--- config.mk ---
export PLATFORM = sky130hd
export DESIGN_NAME = restoring_divider
export DESIGN_NICKNAME = d
export VERILOG_FILES = /design/src/rtl/restoring_divider_pkg.sv /design/src/rtl/restoring_divider_subtractor.sv /design/src/rtl/restoring_divider.sv
export SDC_FILE = /design/constraint.sdc
export NUM_CORES = 1
export LEC_CHECK = 0
export CORE_AREA = 2 2 131 69
export DETAILED_ROUTE_END_ITERATION = 12
export DIE_AREA = 0 0 133 71
export PLACE_DENSITY_LB_ADDON = 0.3
export SYNTH_ARGS = -nofsm -noshare
export SYNTH_HDL_FRONTEND = slang
export SYNTH_HIERARCHICAL = 1
export SYNTH_SLANG_ARGS = --single-unit
--- constraint.sdc ---
create_clock -name clk -period 2.6 [get_ports clk]
set_clock_uncertainty 0.1 [all_clocks]
set_input_delay 0.65 -clock clk [delete_from_list [all_inputs] [get_ports clk]]
set_output_delay 0.65 -clock clk [all_outputs]
set_load 0.02 [all_outputs]
--- src/rtl/restoring_divider_pkg.sv ---
// Shared definitions for the restoring divider: operand width and FSM states.
package restoring_divider_pkg;

    localparam int unsigned ALU_WIDTH = 8;

    typedef enum logic [1:0] {
        S_IDLE = 2'd0,
        S_RUN  = 2'd1,
        S_DONE = 2'd2
    } state_t;

endpackage

--- src/rtl/restoring_divider_subtractor.sv ---
// 8-bit subtractor: Diff = A - B (mod 256), Cout = 1 when no borrow (A >= B).
module subtractor (
    input  logic [7:0] A,
    input  logic [7:0] B,
    output logic [7:0] Diff,
    output logic       Cout
);

    logic [8:0] w_sum;

    // Two's-complement subtraction; the carry out of A + ~B + 1 is the no-borrow flag
    always_comb begin
        w_sum = {1'b0, A} + {1'b0, ~B} + 9'd1;
        Diff  = w_sum[7:0];
        Cout  = w_sum[8];
    end

endmodule

--- src/rtl/restoring_divider.sv ---
// Multi-cycle unsigned restoring divider: one quotient bit per clock via a shared subtractor.
module restoring_divider
    import restoring_divider_pkg::*;
#(
    parameter int unsigned          WIDTH        = ALU_WIDTH,
    parameter logic [WIDTH-1:0]     DBZ_QUOTIENT = 8'hFF
) (
    input  logic             clk,
    input  logic             rst,
    input  logic             start,
    input  logic [WIDTH-1:0] dividend,
    input  logic [WIDTH-1:0] divisor,
    output logic             busy,
    output logic             done,
    output logic [WIDTH-1:0] quotient,
    output logic [WIDTH-1:0] remainder,
    output logic             div_by_zero
);

    state_t           r_state;
    logic [WIDTH-1:0] r_q;
    logic [WIDTH-1:0] r_r;
    logic [WIDTH-1:0] r_d;
    logic [2:0]       r_count;

    logic [WIDTH-1:0] w_trial;
    logic [WIDTH-1:0] w_diff;
    logic             w_cout;
    logic             w_take;
    logic [WIDTH-1:0] w_r_next;
    logic [WIDTH-1:0] w_q_next;

    subtractor u_sub (
        .A    (w_trial),
        .B    (r_d),
        .Diff (w_diff),
        .Cout (w_cout)
    );

    // One restoring step: shift in the next dividend bit, keep the difference when it fits
    always_comb begin
        w_trial  = {r_r[WIDTH-2:0], r_q[WIDTH-1]};
        w_take   = r_r[WIDTH-1] | w_cout;
        w_r_next = w_take ? w_diff : w_trial;
        w_q_next = {r_q[WIDTH-2:0], w_take};
    end

    // Control FSM with registered datapath and outputs
    always_ff @(posedge clk) begin
        if (rst) begin
            r_state     <= S_IDLE;
            r_q         <= '0;
            r_r         <= '0;
            r_d         <= '0;
            r_count     <= '0;
            busy        <= 1'b0;
            done        <= 1'b0;
            quotient    <= '0;
            remainder   <= '0;
            div_by_zero <= 1'b0;
        end else begin
            case (r_state)
                S_IDLE: begin
                    done <= 1'b0;
                    if (start) begin
                        r_q         <= dividend;
                        r_r         <= '0;
                        r_d         <= divisor;
                        r_count     <= '0;
                        div_by_zero <= 1'b0;
                        busy        <= 1'b1;
                        r_state     <= S_RUN;
                    end
                end
                S_RUN: begin
                    // A zero divisor spends its single RUN cycle here so the result
                    // appears one edge after acceptance, keeping DONE a one-cycle state.
                    if (r_d == '0) begin
                        busy        <= 1'b0;
                        done        <= 1'b1;
                        quotient    <= DBZ_QUOTIENT;
                        remainder   <= r_q;
                        div_by_zero <= 1'b1;
                        r_state     <= S_DONE;
                    end else begin
                        r_r     <= w_r_next;
                        r_q     <= w_q_next;
                        r_count <= r_count + 3'd1;
                        if (r_count == 3'd7) begin
                            busy      <= 1'b0;
                            done      <= 1'b1;
                            quotient  <= w_q_next;
                            remainder <= w_r_next;
                            r_state   <= S_DONE;
                        end
                    end
                end
                S_DONE: begin
                    done    <= 1'b0;
                    r_state <= S_IDLE;
                end
                default: begin
                    busy    <= 1'b0;
                    done    <= 1'b0;
                    r_state <= S_IDLE;
                end
            endcase
        end
    end

endmodule
==> flow_summary.json <==
{
  "grt_overflow": 0,
  "critical_path.cell_chain": "inv_2, ha_4, fa_2, nor2b_4, o21ai_2, a21boi_2, o21ai_2, a21oi_4, nor2_4, mux2_4, o2111ai_2, a21oi_1",
  "rsz0062_at_grt": "yes",
  "rr_startpoint": "r_q[7]",
  "end_kind": "flop",
  "core.rowCount": 24,
  "netlist_instances": 300,
  "hold_path.class": "flop to flop",
  "wire_per_inst_um": 16.7,
  "ys_warn_count": 6,
  "io_pins": 38,
  "start_kind": "flop",
  "synth_edf_count": 0,
  "slew_headroom_pct": 47.6,
  "drt_pass1_iterations": 4,
  "gp_congestion": 0.838,
  "worst_pin_slew_ns": 0.787,
  "final_cells": 463,
  "grt_pass1_wl_um": 11900,
  "multi_input_area_sq_mm": 0.00147,
  "ir_drop_v": 0.000284,
  "grt_busiest_layer": "met1",
  "switchingPower_uw": 819,
  "antenna_found_initial": 0,
  "setup_viol": 0,
  "hold_slack_ns": 0.366,
  "via_per_inst": 5.06,
  "hp-start": "r_count[1]",
  "die_area_sq_mm": 0.00944,
  "path_buf_inv": 1,
  "met1_usage_pct": 27.8,
  "hold_buffers": 0,
  "drc": 0,
  "syn-cell-area_sq_mm": 0.00245,
  "fin_ws_ns": 0.0433,
  "startpoint": "r_q[7]",
  "clk_pin_slew_ns": 0.07,
  "synth_cell_types": 41,
  "insertion_delay_ns": 0.29,
  "use_met2_pct": 19.5,
  "seqCellArea_sq_um": 962,
  "p_sw_share_pct": 34.5,
  "fillers": 824,
  "root_buffer": "clkbuf_16",
  "use_met3_pct": 4.30,
  "cts_buffers": 5,
  "crit_top_cell": "o21ai_2",
  "via_count": 2345,
  "cts_sinks": 48,
  "core-area_sq_mm": 0.00838,
  "hold_violations": 0,
  "pre_cts_slack_ns": -0.0389,
  "ant_nets": 0,
  "utilization_pct": 39.6,
  "cp_top_family": "compound AO/OA/AOI/OAI gates",
  "layout_commonest_cell": "dfxtp_1",
  "async_reset_ff_share_pct": 0,
  "die_y_um": 71,
  "p_per_area_mw_per_mm2": 715,
  "synth-main-ff-cell": "dfxtp_1",
  "wl_um": 7730,
  "critPathRequiredTime_ns": 2.67,
  "grt_start_max_net_pins": 33,
  "cts_tree": "yes",
  "die_w_um": 133,
  "cts_buffer_depth": 2,
  "critPathArrivalTime_ns": 2.63,
  "cp_slowest_cell": "fa_2",
  "synth_fp_nets": 330,
  "hpwlAfterDp_um": 5550,
  "crit_fanout": 5,
  "layout_common_cells": "47 x dfxtp_1, 41 x a21oi_1, 41 x nand2_1",
  "final_nets": 375,
  "slew_violations": 0,
  "avgSynthCellArea_sq_um": 8.17,
  "cap_violations": 0,
  "synth_seq_cells": 48,
  "dpl.cell_count": 453,
  "p_leak_nw": 1.21,
  "htreeDepth": 2,
  "internal_power_mw": 1.55,
  "drive_gt1_share_pct": 18.8,
  "io_buffers": 37,
  "drt_iter0_markers": 150,
  "grt_pass1_vias": 2143,
  "pwr-share-comb_pct": 35.7,
  "area_growth_pct": 35.5,
  "track_usage_pct": 16.4,
  "fmaxAchievable_mhz": 391,
  "seq_power_share_pct": 36.1,
  "period_share_pct": 98.3,
  "final.min_clock_period_ns": 2.56,
  "num_antenna_cells": 0,
  "ys_seq_area_share_pct": 39.2,
  "start_util_pct": 29.2,
  "outcome": "completed",
  "path_class": "flop to flop",
  "clkPwrFrac_pct": 28.2,
  "finalPower_mw": 2.37,
  "slowest_delay_ns": 0.41
}
## cell type report
class | count | share of cell area (%)
clock inverters | 2 | 0.302
clock buffers | 6 | 4.18
well taps | 117 | 4.41
repair buffers | 59 | 16.5
multi-input cells | 218 | 44.1
inverters | 13 | 1.47
flip-flops and latches | 48 | 29.0
## metal layers
metal  vias up  routed length [um]
met1      1111                4230
met3         5                 625
li1       1157                   -
met2        72                2830
met4         0                  53
met5         -                   0
## power by group through the flow
stage	registers, mW	clock network [mW]	logic [mW]
global placement	0.867	0	0.735
detailed placement	0.868	0	0.737
CTS	0.853	0.682	0.750
floorplan	0.880	0	0.460
finish	0.857	0.670	0.846
global route	0.864	0.715	0.915
## state kept, by name (all words and copies together), names as in the netlist
register     count
busy             1
remainder        8
r_r              8
quotient         8
r_state          2
div_by_zero      1
r_q              8
done             1
r_count          3
r_d              8
## cell families after synthesis
| kind of cell | count (synthesis) | synth area share [%] |
|---|---|---|
| xor+xnor | 4 | 1.43 |
| fa+ha+maj | 11 | 5.92 |
| compound gates | 85 | 22.5 |
| simple gates | 109 | 21.3 |
| buf+inv | 35 | 5.92 |
| flops | 48 | 39.2 |
| mux | 8 | 3.68 |
## path summary, 6_finish.rpt
kind | to | slack (ns) | cells past startpoint
hold / removal | r_count[1] | 0.37 | 2
setup / recovery | remainder[5] | 0.04 | 12
hold reg to reg | r_count[1] | 0.37 | 2
setup reg to reg | remainder[5] | 0.04 | 12
## synth_stat cells (2+ instances only)
master,n,area [sq um]
nor2b_1,2,12.5
nor4_1,2,12.5
nand2b_1,2,12.5
ha_1,10,125
nor2_1,17,63.8
nand2_1,41,154
buf_2,5,25.0
mux2_2,8,90.1
clkbuf_1,15,56.3
o211ai_1,3,22.5
a311oi_1,8,70.1
or3_1,9,56.3
inv_1,13,48.8
xnor2_1,4,35.0
o2111ai_1,8,70.1
nand3_1,12,60.1
o21ai_0,8,40.0
o21a_1,3,22.5
o21ai_2,2,17.5
dfxtp_1,48,961
a21oi_1,43,215
nand3b_1,2,15.0
nor3_1,17,85.1
## through the flow
step                      TNS [ns]  area, sq um
after floorplan                  0         2450
after global placement           0         3050
after detailed placement    -0.173         3050
after CTS                        0         3210
after global routing        -0.402         3320
final                            0         3320
## repair_timing
action / CTS / global route
setup buffers: 0 / 1
setup endpoints to repair: 8 / 8
pin swaps: 0 / 10
gates resized for setup: 3 / 19
hold endpoints to repair: 0 / 0
gates cloned: 0 / 1
## tightest hold or removal path, stage by stage (launching register included)
cell and delay, ns:
dfxtp_1 0.31, nand3_1 0.06, a21oi_1 0.05
Note: power is estimated with default switching activity, not from simulation.
